**config.mk**
```make
export PLATFORM = sky130hd
export DESIGN_NAME = wb_write_sequencer_flat
export DESIGN_NICKNAME = d
export VERILOG_FILES = /design/src/rtl/y86_pkg.sv /design/src/rtl/wb_write_sequencer_if.sv /design/src/rtl/wb_dest_decode.sv /design/src/rtl/wb_write_sequencer.sv /design/src/flat_wrapper.sv
export SDC_FILE = /design/constraint.sdc
export NUM_CORES = 1
export LEC_CHECK = 0
export ABC_CLOCK_PERIOD_IN_PS = 2700
export BUFFER_PORTS_ARGS = -buffer_cell sky130_fd_sc_hd__buf_2
export CAP_MARGIN = 20
export CORE_MARGIN = 10
export CORE_UTILIZATION = 47
export DETAILED_ROUTE_END_ITERATION = 10
export GPL_TIMING_DRIVEN = 0
export PLACE_DENSITY = 0.87
export SYNTH_ARGS = -nofsm -noshare
export SYNTH_HDL_FRONTEND = slang
export SYNTH_SLANG_ARGS = --single-unit
```
**constraint.sdc**
```tcl
create_clock -name clk -period 2.7 [get_ports clk]
set_clock_uncertainty 0.2 [all_clocks]
set_input_delay 0.135 -clock clk [delete_from_list [all_inputs] [get_ports clk]]
set_output_delay 0.135 -clock clk [all_outputs]
set_load 0.02 [all_outputs]
```
**src/rtl/y86_pkg.sv**
```systemverilog
// Shared Y86 constants for the write-back sequencer: instruction codes,
// register encodings, the sequencer state type and a one-hot register helper.
package y86_pkg;

    localparam int W     = 64;
    localparam int NREGS = 15;

    localparam logic [3:0] RSP   = 4'h4;
    localparam logic [3:0] RNONE = 4'hF;

    localparam logic [3:0] I_CMOVXX = 4'h2;
    localparam logic [3:0] I_IRMOVQ = 4'h3;
    localparam logic [3:0] I_MRMOVQ = 4'h5;
    localparam logic [3:0] I_OPQ    = 4'h6;
    localparam logic [3:0] I_CALL   = 4'h8;
    localparam logic [3:0] I_RET    = 4'h9;
    localparam logic [3:0] I_PUSHQ  = 4'hA;
    localparam logic [3:0] I_POPQ   = 4'hB;

    // state | meaning
    // IDLE  | no bundle in flight, ready for a new one
    // WE    | driving the dstE/valE write
    // WM    | driving the dstM/valM write
    typedef enum logic [1:0] {
        ST_IDLE = 2'd0,
        ST_WE   = 2'd1,
        ST_WM   = 2'd2
    } wb_state_e;

    // One-hot scoreboard bit for an architectural register index.
    function automatic logic [NREGS-1:0] reg_bit(input logic [3:0] r);
        logic [15:0] oh;
        oh = 16'h0001 << r;
        return oh[NREGS-1:0];
    endfunction

endpackage

```
**src/rtl/wb_write_sequencer_if.sv**
```systemverilog
// Bundle-input, register-file write port and scoreboard signals of the
// write-back sequencer, grouped for connection between stages.
interface wb_write_sequencer_if;
    import y86_pkg::*;

    logic             in_valid;
    logic             in_ready;
    logic [3:0]       icode;
    logic             cnd;
    logic [3:0]       rA;
    logic [3:0]       rB;
    logic [W-1:0]     valE;
    logic [W-1:0]     valM;
    logic             wr_en;
    logic             wr_ready;
    logic [3:0]       wr_addr;
    logic [W-1:0]     wr_data;
    logic [NREGS-1:0] pending;
    logic [15:0]      retired;

    modport slave (
        input  in_valid, icode, cnd, rA, rB, valE, valM, wr_ready,
        output in_ready, wr_en, wr_addr, wr_data, pending, retired
    );

    modport master (
        output in_valid, icode, cnd, rA, rB, valE, valM, wr_ready,
        input  in_ready, wr_en, wr_addr, wr_data, pending, retired
    );

endinterface

```
**src/rtl/wb_dest_decode.sv**
```systemverilog
// Maps an accepted bundle to its (at most two) destination registers.
// A destination that decodes to RNONE is reported as not valid.
module wb_dest_decode
    import y86_pkg::*;
(
    input  logic [3:0] icode,
    input  logic       cnd,
    input  logic [3:0] rA,
    input  logic [3:0] rB,
    output logic       dst_e_v,
    output logic [3:0] dst_e,
    output logic       dst_m_v,
    output logic [3:0] dst_m
);

    // Per-icode destination selection, then drop RNONE targets.
    always_comb begin
        dst_e = RNONE;
        dst_m = RNONE;
        case (icode)
            I_CMOVXX:                 dst_e = cnd ? rB : RNONE;
            I_IRMOVQ, I_OPQ:          dst_e = rB;
            I_MRMOVQ:                 dst_m = rA;
            I_CALL, I_RET, I_PUSHQ:   dst_e = RSP;
            I_POPQ: begin
                dst_e = RSP;
                dst_m = rA;
            end
            default: ;
        endcase
        dst_e_v = (dst_e != RNONE);
        dst_m_v = (dst_m != RNONE);
    end

endmodule

```
**src/rtl/wb_write_sequencer.sv**
```systemverilog
// Serialises write-back bundles onto the single register-file write port:
// dstE/valE first, then dstM/valM, one write per cycle, with a pending-write
// scoreboard for hazard detection and a retired-bundle counter.
module wb_write_sequencer
    import y86_pkg::*;
(
    input  logic                 clk,
    input  logic                 rst_n,
    wb_write_sequencer_if.slave  bus
);

    wb_state_e        state_q, state_d;
    logic             dst_e_v_q, dst_e_v_d;
    logic [3:0]       dst_e_q, dst_e_d;
    logic [W-1:0]     val_e_q, val_e_d;
    logic             dst_m_v_q, dst_m_v_d;
    logic [3:0]       dst_m_q, dst_m_d;
    logic [W-1:0]     val_m_q, val_m_d;
    logic [15:0]      retired_q, retired_d;

    logic             dec_e_v, dec_m_v;
    logic [3:0]       dec_e, dec_m;
    logic             in_ready_c;
    logic             accept;
    logic             wr_done;
    logic             retire_now;
    logic             retire_wr;
    wb_state_e        accept_state;

    wb_dest_decode u_dest_decode (
        .icode   (bus.icode),
        .cnd     (bus.cnd),
        .rA      (bus.rA),
        .rB      (bus.rB),
        .dst_e_v (dec_e_v),
        .dst_e   (dec_e),
        .dst_m_v (dec_m_v),
        .dst_m   (dec_m)
    );

    // Handshake: a new bundle is taken while idle or on the final write of the current one.
    always_comb begin
        wr_done      = (state_q != ST_IDLE) && bus.wr_ready;
        in_ready_c   = (state_q == ST_IDLE)
                     || ((state_q == ST_WE) && !dst_m_v_q && bus.wr_ready)
                     || ((state_q == ST_WM) && bus.wr_ready);
        accept       = bus.in_valid && in_ready_c;
        accept_state = dec_e_v ? ST_WE : (dec_m_v ? ST_WM : ST_IDLE);
        retire_now   = accept && !dec_e_v && !dec_m_v;
        retire_wr    = wr_done && ((state_q == ST_WM) || !dst_m_v_q);
    end

    // State register.
    always_ff @(posedge clk or negedge rst_n) begin
        if (!rst_n) state_q <= ST_IDLE;
        else        state_q <= state_d;
    end

    // Next-state logic.
    always_comb begin
        state_d = state_q;
        case (state_q)
            ST_IDLE: if (accept) state_d = accept_state;
            ST_WE: begin
                if (bus.wr_ready) begin
                    if (dst_m_v_q)   state_d = ST_WM;
                    else if (accept) state_d = accept_state;
                    else             state_d = ST_IDLE;
                end
            end
            ST_WM: begin
                if (bus.wr_ready) state_d = accept ? accept_state : ST_IDLE;
            end
            default: state_d = ST_IDLE;
        endcase
    end

    // Capture and counter next values; capture registers only load on acceptance.
    always_comb begin
        dst_e_v_d = dst_e_v_q;
        dst_e_d   = dst_e_q;
        val_e_d   = val_e_q;
        dst_m_v_d = dst_m_v_q;
        dst_m_d   = dst_m_q;
        val_m_d   = val_m_q;
        if (accept) begin
            dst_e_v_d = dec_e_v;
            dst_e_d   = dec_e;
            val_e_d   = bus.valE;
            dst_m_v_d = dec_m_v;
            dst_m_d   = dec_m;
            val_m_d   = bus.valM;
        end
        // A finishing bundle and a destination-less new one can retire together.
        retired_d = retired_q + {15'd0, retire_now} + {15'd0, retire_wr};
    end

    // Capture registers and retired counter.
    always_ff @(posedge clk or negedge rst_n) begin
        if (!rst_n) begin
            dst_e_v_q <= 1'b0;
            dst_e_q   <= 4'd0;
            val_e_q   <= '0;
            dst_m_v_q <= 1'b0;
            dst_m_q   <= 4'd0;
            val_m_q   <= '0;
            retired_q <= 16'd0;
        end else begin
            dst_e_v_q <= dst_e_v_d;
            dst_e_q   <= dst_e_d;
            val_e_q   <= val_e_d;
            dst_m_v_q <= dst_m_v_d;
            dst_m_q   <= dst_m_d;
            val_m_q   <= val_m_d;
            retired_q <= retired_d;
        end
    end

    // Outputs decoded from state and captured bundle; all zero while idle.
    always_comb begin
        bus.in_ready = in_ready_c;
        bus.wr_en    = 1'b0;
        bus.wr_addr  = 4'd0;
        bus.wr_data  = '0;
        bus.pending  = '0;
        bus.retired  = retired_q;
        case (state_q)
            ST_WE: begin
                bus.wr_en   = 1'b1;
                bus.wr_addr = dst_e_q;
                bus.wr_data = val_e_q;
                bus.pending = reg_bit(dst_e_q)
                            | (dst_m_v_q ? reg_bit(dst_m_q) : '0);
            end
            ST_WM: begin
                bus.wr_en   = 1'b1;
                bus.wr_addr = dst_m_q;
                bus.wr_data = val_m_q;
                bus.pending = reg_bit(dst_m_q);
            end
            default: ;
        endcase
    end

endmodule

```
**src/flat_wrapper.sv**
```systemverilog
// flat-port wrapper written by rule: the top's interface ports become plain ports
module wb_write_sequencer_flat import y86_pkg::*;
  (clk, rst_n, bus_in_valid, bus_icode, bus_cnd, bus_rA, bus_rB, bus_valE, bus_valM, bus_wr_ready, bus_in_ready, bus_wr_en, bus_wr_addr, bus_wr_data, bus_pending, bus_retired);
  wb_write_sequencer_if bus_i ();
  input  logic clk;
  input  logic rst_n;
  input wire logic [$bits(bus_i.in_valid)-1:0] bus_in_valid;
  input wire logic [$bits(bus_i.icode)-1:0] bus_icode;
  input wire logic [$bits(bus_i.cnd)-1:0] bus_cnd;
  input wire logic [$bits(bus_i.rA)-1:0] bus_rA;
  input wire logic [$bits(bus_i.rB)-1:0] bus_rB;
  input wire logic [$bits(bus_i.valE)-1:0] bus_valE;
  input wire logic [$bits(bus_i.valM)-1:0] bus_valM;
  input wire logic [$bits(bus_i.wr_ready)-1:0] bus_wr_ready;
  output wire logic [$bits(bus_i.in_ready)-1:0] bus_in_ready;
  output wire logic [$bits(bus_i.wr_en)-1:0] bus_wr_en;
  output wire logic [$bits(bus_i.wr_addr)-1:0] bus_wr_addr;
  output wire logic [$bits(bus_i.wr_data)-1:0] bus_wr_data;
  output wire logic [$bits(bus_i.pending)-1:0] bus_pending;
  output wire logic [$bits(bus_i.retired)-1:0] bus_retired;
  assign bus_i.in_valid = bus_in_valid;
  assign bus_i.icode = bus_icode;
  assign bus_i.cnd = bus_cnd;
  assign bus_i.rA = bus_rA;
  assign bus_i.rB = bus_rB;
  assign bus_i.valE = bus_valE;
  assign bus_i.valM = bus_valM;
  assign bus_i.wr_ready = bus_wr_ready;
  assign bus_in_ready = bus_i.in_ready;
  assign bus_wr_en = bus_i.wr_en;
  assign bus_wr_addr = bus_i.wr_addr;
  assign bus_wr_data = bus_i.wr_data;
  assign bus_pending = bus_i.pending;
  assign bus_retired = bus_i.retired;
  wb_write_sequencer u_core (.clk(clk), .rst_n(rst_n), .bus(bus_i));
endmodule
```
==> flow_summary.toml <==
[run_status]
outcome = "finished, violations left"
violations = "setup timing"

[global_route]
overflow = 0
grt_pass1_vias = 7651
grt_pass1_wl_um = 43900
grt_max_degree = 82
grt_antenna_before_repair = 3
grt_use_total_pct = 25.1

[yosys]
synth_nets = 765
synth_cells = 614
synthTopCellsByArea = "dfrtp_1 49%, mux2_4 22%, a22oi_1 6.4%"
yosysUniqueCellTypes = 43
ys.flop_type = "dfrtp_1"
synth-seq-area-share_pct = 48.8
synth_enable_flop_cells = 0
yosysWarningCount = 0
synth_largest_area_cell = "dfrtp_1"
async_reset_ff_share_pct = 100
netlist_area_mm2 = 0.00795
synth-seq-cells = 155
synth_top_area_share_pct = 48.8
syn_area_per_cell_um2 = 12.9

[setup_path]
crit_path_start_kind = "register"
slowest_delay_ps = 420
end_kind = "register"
path_class = "reg -> reg"
worstPathArrival_ps = 2840
cp_data_required_time_ps = 2810
crit_chain = "inv_2, ha_4, nor2b_4, o21a_1, or2_4, and4b_1, fa_2, ha_4, and3_4, nor2b_4, xnor2_2"
worstPathMaxFanout = 4
cp_slowest_cell = "dfrtp_1"

[place]
numPortBuffers = 244
place_area_mm2 = 0.00952
dpl.cell_count = 1079
dpl.hpwl_um = 17700
gp_congestion = 0.910

[timing]
hold_slack_ps = 56.5
rsz0062_at_grt = "true"
fmax_mhz = 367
finalCriticalPeriod_ps = 2730
worst_slew_pin_slew_ps = 709
slew_headroom_pct = 52.8
report.final.slew_viol_count = 0
setup_ws_ps = -27.2
finalHoldViolations = 0
finalCritPeriodShare_pct = 101
setup_violations = 1

[layout]
area_growth_syn_to_layout_pct = 47.2
nNetsFinal = 1181
stdcell_count = 1267
n_fill_cell = 1059
final_cell_mix = "247 x buf_2, 155 x dfrtp_1, 144 x dlygate4sd3_1, 115 x mux2_4, 68 x a22oi_1"
final_cell_area_mm2 = 0.0117
drive_gt1_share_pct = 44.4
final_common_cell = "buf_2"

[job]
max_cap_violations = 0

[route]
first_pass_iters = 5
finalWirelength_um = 28900
drtAntennaViolNets = 0
initialDrtViolationCount = 485
wire_per_inst_um = 22.8
viasPerCell = 5.51
drc = 0
vias = 6975

[pwr]
power.net_switching_mw = 4.88
p_int_mw = 7.92
cellPowerDensity_mw_per_mm2 = 1100
p_leak_nw = 5.63
clkPwrFrac_pct = 19.2
p_sw_share_pct = 38.1
p_seq_share_pct = 33.0
irDropWorstVdd_v = 0.000587
totalPowerFinal_mw = 12.8
combPwrFrac_pct = 47.8

[cts]
cts_tree = "yes"
cts.sinks = 155
h-tree-depth = 4
numCtsBuffers = 17
path_clk_slew_ps = 70
root_buffer = "clkbuf_16"
clk_latency_ps = 420
cts_buffer_depth = 2

[floorplan]
io-pin-count = 246
die_w_um = 150
start_util_pct = 47.9
fp.coreArea_mm2 = 0.0166
fp.dieArea_mm2 = 0.0225
placementRows = 47
die_h_um = 150

[hold_path]
hold_class = "in -> reg"
-- kinds of logic (layout without fill, tap and decap cells) --
logic type      Yosys count  count (layout)  synth area share, %
flops                   155             155                 48.8
mux                     134             134                 24.3
compound gates          104             104                 9.70
xor+xnor                 14              14                 1.54
fa+ha+maj                 6               6                 1.04
other cells               0               4                    0
simple gates            146             146                 10.5
buf+inv                  55             484                 4.05
-- area by class of cell --
| cell class | count | area [um2] | area share, % |
|---|---|---|---|
| inverter | 10 | 37.5 | 0.321 |
| clock buffer | 18 | 439 | 3.76 |
| timing repair buffer | 398 | 2760 | 23.6 |
| multi-input combinational | 404 | 3820 | 32.7 |
| antenna | 4 | 10.0 | 0.0856 |
| sequential | 155 | 3880 | 33.2 |
| buffer | 44 | 312 | 2.66 |
| clock inverter | 14 | 159 | 1.36 |
| tap | 220 | 275 | 2.35 |
-- cell usage after synthesis (all sizes together) (3+ instances only) --
library cell	count
xor2	5
ha	5
o21a	6
and3	3
nand2	13
o22ai	12
buf	19
o22a	3
a22oi	68
dfrtp	155
xnor2	9
nand3	10
nor2b	69
o21ai	3
clkbuf	26
mux2	129
nor3	9
nand4	5
and2	11
nor2	15
mux2i	5
inv	10
-- registers in the layout (all words and copies together), names as in the netlist --
signal / flops
u_core.bus.retired: 16
u_core.dst_e_q: 4
u_core.dst_m_q: 4
u_core.dst_m_v_q: 1
u_core.state_q: 2
u_core.val_e_q: 64
u_core.val_m_q: 64
-- worst max-delay path, delay by kind of cell, from the launching register on --
| kind | cells | cell delay, ps |
|---|---|---|
| simple gates | 5 | 850 |
| fa+ha+maj | 3 | 750 |
| flops | 1 | 420 |
| compound gates | 1 | 200 |
| xor+xnor | 1 | 130 |
| buf+inv | 1 | 80 |
-- stage by stage --
stage               setup slack, ps  utilization (%)  setup TNS (ps)
floorplan                      8.95                -               0
global placement              -1010             57.2         -154730
detailed placement             -136             57.4            -777
CTS                           -9.36             70.0           -9.36
global route                  -93.8             70.5            -198
finish                        -27.2             70.5           -27.2
-- worst paths after layout --
kind	cells past startpoint	to	slack, ps	from
worst max-delay path	11	u_core.bus.retired[14]	-30	u_core.state_q[1]
worst min-delay path	3	u_core.dst_m_v_q	60	bus_icode[0]
worst max register to register	11	u_core.bus.retired[14]	-30	u_core.state_q[1]
worst min register to register	1	u_core.bus.retired[15]	270	u_core.bus.retired[15]
max in group asynchronous	3	u_core.dst_e_q[0]	1330	rst_n
min in group asynchronous	2	u_core.val_m_q[49]	120	rst_n
-- repair_timing --
item	CTS	global route
resized for setup	16	25
pin swaps	3	5
hold buffers	144	0
hold endpoints to repair	211	0
setup buffers	5	4
endpoints found under the setup margin	91	67
-- per-layer routing --
metal	global-route usage [%]	up-vias	part of all wire (%)
met5	0	-	0
met4	9.52	0	2.7
met3	7.07	71	8.9
met2	42.4	417	50
met1	29.8	3446	38
li1	-	3041	-
-- power groups by stage --
stage          Combinational, mW  Sequential (mW)  Clock [mW]
3_5_place_dp                5.67             4.12           0
3_3_place_gp                5.52             4.07           0
4_1_cts                     5.92             4.12        2.47
2_1_floorplan               4.14             3.95           0
5_1_grt                     6.50             4.31        2.59
6_report                    6.13             4.22        2.46
Note: power is estimated with default switching activity, not from simulation.
